## src/rtl/map_pkg.sv

```systemverilog
// map_pkg: shared map geometry, sprite codes, requester indices and the
// tile-address helper used by the map arbiter.
package map_pkg;

  localparam int MAP_W     = 21;
  localparam int MAP_H     = 23;
  localparam int MAP_CELLS = MAP_W * MAP_H;
  localparam int NREQ      = 3;

  typedef logic [2:0] sprite_t;

  localparam sprite_t SPR_EMPTY  = 3'd0;
  localparam sprite_t SPR_PELLET = 3'd1;
  localparam sprite_t SPR_WALL   = 3'd2;
  localparam sprite_t SPR_POWER  = 3'd3;
  localparam sprite_t SPR_PLAYER = 3'd4;
  localparam sprite_t SPR_GHOST  = 3'd5;

  localparam sprite_t INIT_SPRITE = SPR_PELLET;

  localparam int REQ_RENDER = 0;
  localparam int REQ_PLAYER = 1;
  localparam int REQ_GHOST  = 2;

  typedef enum logic [1:0] {
    ST_IDLE = 2'd0,
    ST_INIT = 2'd1,
    ST_RUN  = 2'd2
  } init_state_t;

  // Row-major tile address, truncated to the 9-bit RAM address space.
  function automatic logic [8:0] cell_addr(input logic [4:0] x, input logic [4:0] y,
                                           input int w);
    cell_addr = 9'(int'(y) * w + int'(x));
  endfunction

endpackage

```

## src/rtl/map_arbiter_rr_pick.sv

```systemverilog
// rr_pick: one-hot round-robin selection, searching upward from ptr and
// wrapping past the last requester.
module rr_pick #(
  parameter int NREQ = 3,
  parameter int PW   = 2
) (
  input  logic [NREQ-1:0] req,
  input  logic [PW-1:0]   ptr,
  output logic [NREQ-1:0] grant,
  output logic            valid
);

  // First active request at or after ptr wins.
  always_comb begin
    grant = '0;
    valid = 1'b0;
    for (int k = 0; k < NREQ; k++) begin
      int            idx;
      logic [PW-1:0] sel;
      idx = int'(ptr) + k;
      if (idx >= NREQ) idx = idx - NREQ;
      sel = PW'(idx);
      if (!valid && req[sel]) begin
        grant[sel] = 1'b1;
        valid      = 1'b1;
      end
    end
  end

endmodule

```

## src/rtl/map_arbiter.sv

```systemverilog
// map_arbiter: round-robin arbiter sharing the single-port tile-map RAM
// between renderer (0), player (1) and ghosts (2). One access per cycle,
// reads return two cycles after the request is sampled.
// Build macro MAP_ARB_INIT_EN: after reset, fill every cell with INIT_SPRITE
// before arbitration starts.
module map_arbiter #(
  parameter int MAP_W = map_pkg::MAP_W,
  parameter int MAP_H = map_pkg::MAP_H,
  parameter int NREQ  = map_pkg::NREQ
) (
  input  logic              clk,
  input  logic              reset,
  input  logic [NREQ-1:0]   req,
  input  logic [NREQ-1:0]   req_we,
  input  logic [NREQ*5-1:0] req_x,
  input  logic [NREQ*5-1:0] req_y,
  input  logic [NREQ*3-1:0] req_wdata,
  output logic [NREQ-1:0]   gnt,
  output logic [NREQ-1:0]   rvalid,
  output logic [2:0]        rdata,
  output logic [NREQ-1:0]   err,
  output logic [8:0]        mem_addr,
  output logic [2:0]        mem_wdata,
  output logic              mem_we,
  input  logic [2:0]        mem_q,
  output logic              init_busy
);
  import map_pkg::sprite_t;
  import map_pkg::INIT_SPRITE;
  import map_pkg::cell_addr;

  localparam int PW = (NREQ > 1) ? $clog2(NREQ) : 1;

  logic [PW-1:0]   ptr, ptr_nx;
  logic [NREQ-1:0] cand, pick;
  logic            pick_vld, arb_en;
  logic [4:0]      sel_x, sel_y;
  logic            sel_we, oob;
  sprite_t         sel_wd;
  logic [8:0]      addr_p0;
  logic [NREQ-1:0] rd_p1, rv_p2;
  logic            init_wr;
  logic [8:0]      init_addr;

`ifdef MAP_ARB_INIT_EN
  import map_pkg::init_state_t;
  import map_pkg::ST_IDLE;
  import map_pkg::ST_INIT;
  import map_pkg::ST_RUN;

  localparam int CELLS = MAP_W * MAP_H;

  init_state_t state, state_nx;
  logic [8:0]  cnt, cnt_nx;
  logic        init_wr_q;

  // Init FSM state, fill counter, and marker that the RAM port shows an init write.
  always_ff @(posedge clk) begin
    if (reset) begin
      state     <= ST_IDLE;
      cnt       <= '0;
      init_wr_q <= 1'b0;
    end else begin
      state     <= state_nx;
      cnt       <= cnt_nx;
      init_wr_q <= init_wr;
    end
  end

  // Issue one fill write per cycle from address 0 up to the last cell.
  always_comb begin
    state_nx = state;
    cnt_nx   = cnt;
    init_wr  = 1'b0;
    case (state)
      ST_IDLE: begin
        init_wr  = 1'b1;
        cnt_nx   = 9'd1;
        state_nx = (CELLS == 1) ? ST_RUN : ST_INIT;
      end
      ST_INIT: begin
        init_wr = 1'b1;
        cnt_nx  = cnt + 9'd1;
        if (cnt == 9'(CELLS - 1)) state_nx = ST_RUN;
      end
      ST_RUN:  state_nx = ST_RUN;
      default: state_nx = ST_IDLE;
    endcase
  end

  assign init_addr = cnt;
  // Busy stays high through the cycle the final fill write is on the port.
  assign init_busy = (state != ST_RUN) || init_wr_q;
`else
  assign init_wr   = 1'b0;
  assign init_addr = '0;
  assign init_busy = 1'b0;
`endif

  assign arb_en = ~init_busy;
  assign cand   = req & ~gnt & {NREQ{arb_en}};

  rr_pick #(.NREQ(NREQ), .PW(PW)) u_rr_pick (
    .req  (cand),
    .ptr  (ptr),
    .grant(pick),
    .valid(pick_vld)
  );

  // Route the winner's fields, check range, and compute the next pointer.
  always_comb begin
    sel_x  = '0;
    sel_y  = '0;
    sel_we = 1'b0;
    sel_wd = '0;
    ptr_nx = ptr;
    for (int i = 0; i < NREQ; i++) begin
      if (pick[i]) begin
        sel_x  = req_x[i*5 +: 5];
        sel_y  = req_y[i*5 +: 5];
        sel_we = req_we[i];
        sel_wd = req_wdata[i*3 +: 3];
        ptr_nx = (i == NREQ - 1) ? '0 : PW'(i + 1);
      end
    end
    oob     = (int'(sel_x) >= MAP_W) || (int'(sel_y) >= MAP_H);
    addr_p0 = cell_addr(sel_x, sel_y, MAP_W);
  end

  // p0 -> p1: register the decision onto the RAM port; p1 -> p2: read return.
  always_ff @(posedge clk) begin
    if (reset) begin
      gnt       <= '0;
      err       <= '0;
      rd_p1     <= '0;
      rv_p2     <= '0;
      mem_we    <= 1'b0;
      mem_addr  <= '0;
      mem_wdata <= '0;
      ptr       <= '0;
    end else begin
      rv_p2 <= rd_p1;
      if (init_wr) begin
        gnt       <= '0;
        err       <= '0;
        rd_p1     <= '0;
        mem_we    <= 1'b1;
        mem_addr  <= init_addr;
        mem_wdata <= INIT_SPRITE;
      end else if (pick_vld) begin
        gnt <= pick;
        ptr <= ptr_nx;
        if (oob) begin
          err    <= pick;
          rd_p1  <= '0;
          mem_we <= 1'b0;
        end else begin
          err       <= '0;
          rd_p1     <= sel_we ? '0 : pick;
          mem_we    <= sel_we;
          mem_addr  <= addr_p0;
          mem_wdata <= sel_wd;
        end
      end else begin
        gnt    <= '0;
        err    <= '0;
        rd_p1  <= '0;
        mem_we <= 1'b0;
      end
    end
  end

  // A read in flight when reset arrives never reports valid data.
  assign rvalid = rv_p2 & {NREQ{~reset}};
  assign rdata  = (|rvalid) ? mem_q : 3'd0;

endmodule

```

## config.mk

```make
export PLATFORM = sky130hd
export DESIGN_NAME = map_arbiter
export DESIGN_NICKNAME = d
export VERILOG_FILES = /design/src/rtl/map_pkg.sv /design/src/rtl/map_arbiter_rr_pick.sv /design/src/rtl/map_arbiter.sv
export SDC_FILE = /design/constraint.sdc
export NUM_CORES = 1
export LEC_CHECK = 0
export BUFFER_PORTS_ARGS = -buffer_cell sky130_fd_sc_hd__buf_4
export CAP_MARGIN = 20
export CORE_ASPECT_RATIO = 1.2
export CORE_UTILIZATION = 23
export CTS_CLUSTER_DIAMETER = 40
export DETAILED_ROUTE_END_ITERATION = 12
export SYNTH_ARGS = -nofsm -noshare
export SYNTH_HDL_FRONTEND = slang
export SYNTH_SLANG_ARGS = --single-unit
```

## constraint.sdc

```tcl
create_clock -name clk -period 5 [get_ports clk]
set_input_delay 0.25 -clock clk [delete_from_list [all_inputs] [get_ports clk]]
set_output_delay 0.25 -clock clk [all_outputs]
set_load 0.02 [all_outputs]
```

==> results of run 1 <==
-- layout make-up --
class                      count  share of cell area (%)
tap                          123                    4.62
inverter                      24                    2.70
clock inverter                 1                   0.225
clock buffer                   3                    2.25
multi-input combinational    211                    51.7
sequential                    27                    16.3
timing repair buffer          97                    22.2
-- state kept, by name, summed over array words and instances (netlist names) --
signal     count
mem_addr       9
err            3
rv_p2          3
rd_p1          3
gnt            3
mem_wdata      3
mem_we         1
ptr            2
-- cell usage after synthesis, types with 2 or more instances --
cell / count
dfxtp_1: 27
ha_1: 27
inv_1: 23
nand2_1: 21
nand3_1: 15
a21oi_1: 14
nor2_1: 13
o211ai_1: 12
o21ai_0: 12
nand2b_1: 9
clkbuf_1: 8
nor2b_1: 8
and2_1: 6
nor4bb_1: 6
o31ai_1: 6
xnor2_1: 6
a31oi_1: 5
a21o_1: 4
buf_4: 4
fa_1: 4
nand4_1: 4
and3_1: 3
buf_6: 3
nor4b_1: 3
a21boi_0: 2
a32oi_1: 2
nand2_4: 2
nor3_2: 2
nor3b_1: 2
nor4_1: 2
o21a_1: 2
o21ai_1: 2
xor2_1: 2
-- worst max-delay path, stage by stage, from the launching register on --
cell	delay [ns]
dfxtp_2	0.38
inv_2	0.08
ha_4	0.21
nor4bb_4	0.18
nor3_2	0.29
buf_4	0.20
or2_1	0.14
nand2_2	0.09
o211ai_1	0.30
and2_1	0.24
ha_1	0.25
ha_1	0.27
inv_1	0.05
fa_1	0.52
fa_1	0.47
nor2b_1	0.13
o21ai_0	0.08
nand2b_1	0.11
a21o_1	0.14
a21oi_2	0.06
xnor2_1	0.16
xnor2_1	0.14
nand3_1	0.11
a21oi_2	0.14
-- logic make-up (layout without fill, tap and decap cells) --
| logic type | after synthesis | in the layout | share of synthesized area, % |
|---|---|---|---|
| adder cells (fa/ha/maj) | 31 | 31 | 18.1 |
| AND/OR/NAND/NOR | 101 | 101 | 25.3 |
| AO/OA/AOI/OAI | 69 | 69 | 21.1 |
| other | 1 | 1 | 0.163 |
| multiplexers | 1 | 1 | 0.651 |
| flip-flops | 27 | 27 | 23.4 |
| buffers and inverters | 40 | 125 | 8.19 |
| XOR/XNOR | 8 | 8 | 3.04 |
-- what timing repair did --
item	CTS	global route
pin swaps	1	9
endpoints found under the hold margin	0	0
endpoints found under the setup margin	2	2
gates resized for setup	4	28
buffers inserted	3	3
-- per-stage QoR --
stage / cell area, µm² / worst slack, ns / cells / utilization [%]
after floorplan: 2310 / 0.0267 / 278 / -
after detailed placement: 3040 / -0.0308 / 476 / 31.7
after CTS: 3150 / 0.0148 / 483 / 32.8
after global placement: 3040 / 0.0805 / 476 / 31.7
final: 3330 / 0.196 / 486 / 34.6
after global routing: 3330 / -0.0257 / 486 / 34.6
-- layer usage --
layer | vias to the layer above | GRT usage [%] | routed length (µm)
li1 | 1165 | - | -
met1 | 1072 | 14.5 | 2730
met2 | 56 | 24.9 | 3710
met3 | 10 | 2.46 | 288
met4 | 0 | 3.28 | 87
met5 | - | 0 | 0
-- how the worst max path moves through the flow --
stage / startpoint / to / slack, ns
floorplan: ptr[0] / mem_addr[8] / 0.03
finish: ptr[1] / mem_addr[8] / 0.20
global route: ptr[0] / mem_addr[8] / -0.03
detailed placement: ptr[1] / mem_addr[8] / -0.03
global placement: ptr[0] / mem_addr[7] / 0.08
CTS: ptr[1] / mem_addr[8] / 0.01
==> metrics.txt, run 1 <==
run status=completed; Rows=39; final wirelength=6810 µm; die area=10400 µm²; crit path max fanout=10; final hold vios=0; Synth async-reset ratio=0%; DR vias/cell=4.74; Max clock buf depth=2; Final setup viols=0; hold depth=2; root buffer cell=clkbuf_16; htree depth=1; setup_tns=0 ns; IO buf count=74; fin crit share=96.1%; yosys warns=0; Multi-input gate area=1720 µm²; Hold Path Sink=mem_addr[8]; Congestion Overflow GR=0; flops & latches, synth=27; Synth Area per Inst=8.29 µm²; critical path endpoint category=flip-flop; post-synth cell types=50; R2R cell count=23; WS Path Type=reg2reg; Tot GR Track Use=13.0%; Routed Antenna Nets=0; Initial Util=24.0%; drc violations=0; Inserted Clock Buffers=3; Worst Hold Class=in2reg; Worst-Margin Slew=0.552 ns; share of cells above drive strength 1=36.6%; fin. max-slew vios=0; max-cap check violation count=0; Clk Latency, worst-skew pair=0.26 ns; Syn Std Cell Area=2310 µm²; critical path startpoint category=flip-flop; quantity of hold-fixing buffers added after cts=0; Chip Height=112 µm; Fill cells=986; synthesis-to-finish area growth=44.4%; number of clock sinks=27; register area share after synthesis=23.4%; Nets=445; DRT iter0 DRCs=125; r2r setup slk=0.20 ns; die width=93.4 µm; Hold Startpoint=reset; drt wl/cell=14.0 µm; most frequent cells in the layout=94 x buf_4, 25 x dfxtp_1, 23 x ha_1; Yosys top cell area share=23.4%; GPL Wtd Cong=0.837; Diodes inserted=0; clk_skew=0.00399 ns; first-pass GRT wire length=10800 µm; Clock transition at path regs=0.07 ns; Primary FF master, synth=dfxtp_1; crit path time final=4.80 ns; worst hold margin=0.308 ns; detailed placement HPWL=5490 µm; Critical Path AT=5.00 ns; RR Startpoint=ptr[1]; CTS tree=built; initial antenna violation count=0; Synth area leader=dfxtp_1; DRT Pass-1 Iters=5; commonest non-fill, non-tap cell in the layout=buf_4; Ports=76; Synth area leaders=dfxtp_1 23%, ha_1 15%, o211ai_1 3.9%, inv_1 3.7%, fa_1 3.5%; FF+latch area=543 µm²; f_max=208 MHz; Mapped Cells=278; Core ar.=9610 µm²; data required time of the critical path=5.20 ns; number of global-route vias before repair=2332; largest net degree at the start of global routing=22; Mapped Nets=359; Post-synth EDFFs=0; worst-case headroom to the max-slew limit=63.2%; via count=2303; R2R Path End=mem_addr[8]
Power of run 1 is left out: the tool's default activity adds up to more than one toggle a clock period on the data nets, which glitch-free logic cannot reach.
==> run 2, diff against run 1 <==
BUFFER_PORTS_ARGS = -buffer_cell sky130_fd_sc_hd__buf_2   (was -buffer_cell sky130_fd_sc_hd__buf_4)
RECOVER_POWER = 25   (was not set)
==> metrics.txt, run 2 (synthesis gave the netlist of run 1 again) <==
run status=completed; max-cap check violation count=0 (unchanged); Clock transition at path regs=0.07 ns (about the same); r2r setup slk=0.20 ns (about the same); critical path startpoint category=flip-flop; placement-stage cell area=2860 µm² (-6.1%); Core ar.=9610 µm² (unchanged); initial antenna violation count=0 (unchanged); DR vias/cell=4.79 (+1.0%); Hold Path Sink=rd_p1[2]; Hold Startpoint=req_we[2]; synthesis-to-finish area growth=36.0%; Diodes inserted=0 (unchanged); Final setup viols=0 (unchanged); detailed placement HPWL=5470 µm (-0.37%); crit path max fanout=10 (unchanged); IO buf count=74 (unchanged); Critical Path AT=4.99 ns (about the same); Tot GR Track Use=12.6% (-0.45 points); max FFs per register=9 (unchanged); drt wl/cell=13.9 µm (-0.47%); via count=2326 (+1.0%); most frequent cells in the layout=65 x buf_2, 25 x dfxtp_1, 23 x ha_1, 23 x buf_4, 21 x inv_1; R2R cell count=23 (unchanged); WS Path Type=reg2reg; RR Startpoint=ptr[1]; Inserted Clock Buffers=3 (unchanged); number of global-route vias before repair=2263 (-3.0%); htree depth=1 (unchanged); hold depth=3 (+1); clk_skew=0.00510 ns (+0.00111 ns); quantity of hold-fixing buffers added after cts=0 (unchanged); Nets=445 (unchanged); Final Instance Area=3140 µm² (-5.8%); Chip Height=112 µm (unchanged); Rows=39 (unchanged); drc violations=0 (unchanged); commonest non-fill, non-tap cell in the layout=buf_2; DRT iter0 DRCs=73 (-42%); Routed Antenna Nets=0 (unchanged); setup_tns=0 ns (unchanged); worst-case headroom to the max-slew limit=63.7% (+0.53 points); Final Util=32.6% (-2.0 points); f_max=208 MHz (about the same); CTS tree=built; DRT Pass-1 Iters=5 (unchanged); fin crit share=96.0% (about the same); die width=93.4 µm (unchanged); crit path time final=4.80 ns (-0.00310 ns); final hold vios=0 (unchanged); Initial Util=24.0% (unchanged); data required time of the critical path=5.18 ns (-0.02 ns); Congestion Overflow GR=0 (unchanged); Biggest register=mem_addr; R2R Path End=mem_addr[8]; share of cells above drive strength 1=35.8% (-0.83 points); fin. max-slew vios=0 (unchanged); Worst Hold Class=in2reg; Fill cells=1026 (+4.1%); largest net degree at the start of global routing=22 (unchanged); Worst-Margin Slew=0.544 ns (-0.00800 ns); die area=10400 µm² (unchanged); GPL Wtd Cong=0.799 (-4.6%); critical path endpoint category=flip-flop; number of clock sinks=27 (unchanged); Max clock buf depth=2 (unchanged); first-pass GRT wire length=10400 µm (-3.9%); pre-CTS setup slack=-0.0752 ns (-0.0443 ns); Ports=76 (unchanged); final worst slack=0.199 ns (+0.00310 ns); root buffer cell=clkbuf_16; Clk Latency, worst-skew pair=0.26 ns (about the same); final wirelength=6780 µm (-0.47%)
==> run 2: cell count changes in the layout (fill, tap and decap cells not counted), moves of 2 or more <==
cell      delta
buf_6        -3
and2_1       -2
clkbuf_1     +9
buf_4       -71
buf_2       +65
==> run 2: worst max path at each step <==
stage                      start          end  slack, ns  depth (start not counted)
final                     ptr[1]  mem_addr[8]       0.20                         23
after global routing      ptr[1]  mem_addr[8]      -0.06                         24
after CTS                 ptr[1]  mem_addr[8]       0.01                         23
after detailed placement  ptr[0]  mem_addr[8]      -0.08                         23
after global placement    ptr[0]  mem_addr[7]       0.05                         21
after floorplan           ptr[0]  mem_addr[8]       0.03                         25
==> run 2: metrics by stage <==
step | hold slack (ns) | std cells
6_report | 0.339 | 486
5_1_grt | 0.343 | 486
4_1_cts | 0.337 | 482
3_5_place_dp | 0.420 | 476
3_3_place_gp | 0.422 | 476
2_1_floorplan | 0.414 | 278
==> run 2: critical path: stages (launching register included) <==
cell      delay, ns
dfxtp_2        0.38
inv_2          0.08
ha_4           0.21
nor4bb_2       0.19
or3_4          0.41
a32oi_4        0.25
buf_4          0.18
mux2_4         0.32
nand2_4        0.09
ha_1           0.24
ha_1           0.27
inv_1          0.05
fa_1           0.54
inv_1          0.07
ha_4           0.25
nor2b_1        0.13
o21ai_1        0.12
nand2b_1       0.10
a21o_1         0.21
a21oi_2        0.15
xnor2_1        0.14
xnor2_1        0.14
nand3_1        0.09
a21oi_1        0.15
==> run 2: routing by layer <==
layer  vias up  track usage (%)  wire length (µm)
met2        70             25.4              3700
li1       1162                -                 -
met1      1087             13.0              2640
met5         -                0                 0
met3         7             2.60               371
met4         0             2.46                72
==> run 2: cell type report <==
cell class	count	area [µm²]	area share, %
timing repair buffer	97	532	17.0
clock inverter	1	7.51	0.239
clock buffer	3	75.1	2.39
sequential	27	543	17.3
multi-input combinational	211	1740	55.3
inverter	24	90.1	2.87
tap	123	154	4.91
==> run 2: what timing repair did <==
action / in CTS / in global routing
setup endpoints to repair: 2 / 2
resized for setup: 4 / 33
pin swaps: 1 / 12
buffers inserted: 2 / 4
Power of run 2 is left out for the same reason.
==> run 3, diff against run 2 <==
clock period = 5.1 ns   (was 5 ns; I/O delays follow)
==> metrics.txt, run 3 (synthesis gave the netlist of run 1 again) <==
number of clock sinks=27 (unchanged); largest net degree at the start of global routing=22 (unchanged); Fill cells=985 (-4.0%); R2R cell count=20 (-13%); Congestion Overflow GR=0 (unchanged); RSZ-0062 raised after global routing=false; Clock transition at path regs=0.07 ns (about the same); initial antenna violation count=0 (unchanged); crit path max fanout=7 (-3); drt wl/cell=14.2 µm (+1.5%); WS Path Type=reg2reg; max FFs per register=9 (unchanged); GPL Wtd Cong=0.852 (+6.7%); f_max=206 MHz (-0.91%); Critical Path AT=5.04 ns (+0.05 ns); R2R Path End=mem_addr[7]; Biggest register=mem_addr; share of cells above drive strength 1=35.8% (+0.036 points); DR vias/cell=4.80 (+0.37%); pre-CTS setup slack=-0.0562 ns (+0.0190 ns); Clk Latency, worst-skew pair=0.26 ns (about the same); Final Util=33.2% (+0.59 points); commonest non-fill, non-tap cell in the layout=buf_2; Initial Util=24.0% (unchanged); Setup crit start=ptr[1]; final worst slack=0.255 ns (+0.0561 ns); Tot GR Track Use=13.0% (+0.42 points); first-pass GRT wire length=10800 µm (+3.8%); number of global-route vias before repair=2312 (+2.2%); IO buf count=74 (unchanged); clk_skew=0.00196 ns (-0.00313 ns); final wirelength=6990 µm (+3.2%); most frequent cells in the layout=65 x buf_2, 27 x buf_4, 25 x ha_1, 25 x dfxtp_1, 21 x inv_1; critical path endpoint category=flip-flop; Nets=453 (+1.8%); Ports=76 (unchanged); hold depth=3 (unchanged); DRT iter0 DRCs=101 (+38%); fin crit share=95.0% (-1.0 points); worst setup path end=mem_addr[7]; max-cap check violation count=0 (unchanged); Worst Hold Class=in2reg; Worst-Margin Slew=0.548 ns (+0.00366 ns); Chip Height=112 µm (unchanged); Final setup viols=0 (unchanged); DRT Pass-1 Iters=4 (-1); Rows=39 (unchanged); Inst Count DP=475 (-0.21%); run status=completed; critical path startpoint category=flip-flop; die width=93.4 µm (unchanged); via count=2373 (+2.0%); RR Startpoint=ptr[1]; Routed Antenna Nets=0 (unchanged); CTS tree=built; root buffer cell=clkbuf_16; r2r setup slk=0.26 ns (+0.06 ns); Inserted Clock Buffers=3 (unchanged); htree depth=1 (unchanged); synthesis-to-finish area growth=38.5%; non-filler cells, final=494 (+1.6%); fin. max-slew vios=0 (unchanged); crit path time final=4.84 ns (+0.0439 ns); worst-case headroom to the max-slew limit=63.5% (-0.24 points); Diodes inserted=0 (unchanged); drc violations=0 (unchanged); Max clock buf depth=2 (unchanged); die area=10400 µm² (unchanged); final hold vios=0 (unchanged); Core ar.=9610 µm² (unchanged); detailed placement HPWL=5480 µm (+0.14%); data required time of the critical path=5.29 ns (+0.11 ns)
==> run 3: changes by cell type in the layout (fill, tap and decap cells not counted), sizes merged <==
cell / before / now
clkinv: 1 / 2
a32oi: 4 / 5
clkinvlp: 1 / 0
buf: 88 / 95
==> run 3: layout make-up <==
cell class                      instances  area [µm²]  area share (%)
Clock buffer                            3        75.1            2.35
Inverter                               24        90.1            2.82
Multi-Input combinational cell        212        1730            54.0
Timing Repair Buffer                  104         596            18.7
Clock inverter                          1        5.00           0.157
Tap cell                              123         154            4.82
Sequential cell                        27         548            17.2
==> run 3: critical path, stage by stage, from the launching register on <==
cell	delay, ns
dfxtp_4	0.34
buf_4	0.14
ha_4	0.32
nor4bb_2	0.38
or3_4	0.23
a32oi_2	0.15
or2_2	0.33
and2_1	0.19
ha_1	0.31
ha_1	0.28
inv_1	0.05
fa_1	0.61
inv_1	0.06
ha_1	0.28
a21o_1	0.18
a21o_1	0.19
a21o_1	0.18
a21oi_1	0.16
xnor2_1	0.13
nand3_1	0.09
a21oi_1	0.16
==> run 3: worst min path at each step <==
stage,from,end
floorplan,rd_p1[0],rv_p2[0]
global placement,rd_p1[0],rv_p2[0]
detailed placement,rd_p1[1],rv_p2[1]
CTS,req_we[2],rd_p1[2]
global route,req_we[2],rd_p1[2]
finish,req_we[2],rd_p1[2]
==> run 3: stage by stage <==
stage,instance area [µm²],TNS [ns],hold slack [ns]
after floorplan,2310,0,0.414
after global placement,2850,0,0.418
after detailed placement,2850,-0.0562,0.424
after CTS,2940,0,0.330
after global routing,3190,0,0.353
final,3190,0,0.337
==> run 3: routing by layer <==
metal	share of wire [%]	vias up	track usage (%)
li1	-	1174	-
met1	41	1124	14.4
met2	53	61	24.8
met3	4.5	14	2.12
met4	2.4	0	4.10
met5	0	-	0
==> run 3: what timing repair did <==
| item | CTS | global route |
|---|---|---|
| pin swaps | 1 | 25 |
| endpoints found under the hold margin | 0 | 0 |
| gates cloned | 0 | 1 |
| resized for setup | 1 | 38 |
| hold buffers | 0 | 0 |
| endpoints found under the setup margin | 1 | 2 |
| buffers inserted | 1 | 13 |
Power of run 3 is left out for the same reason.
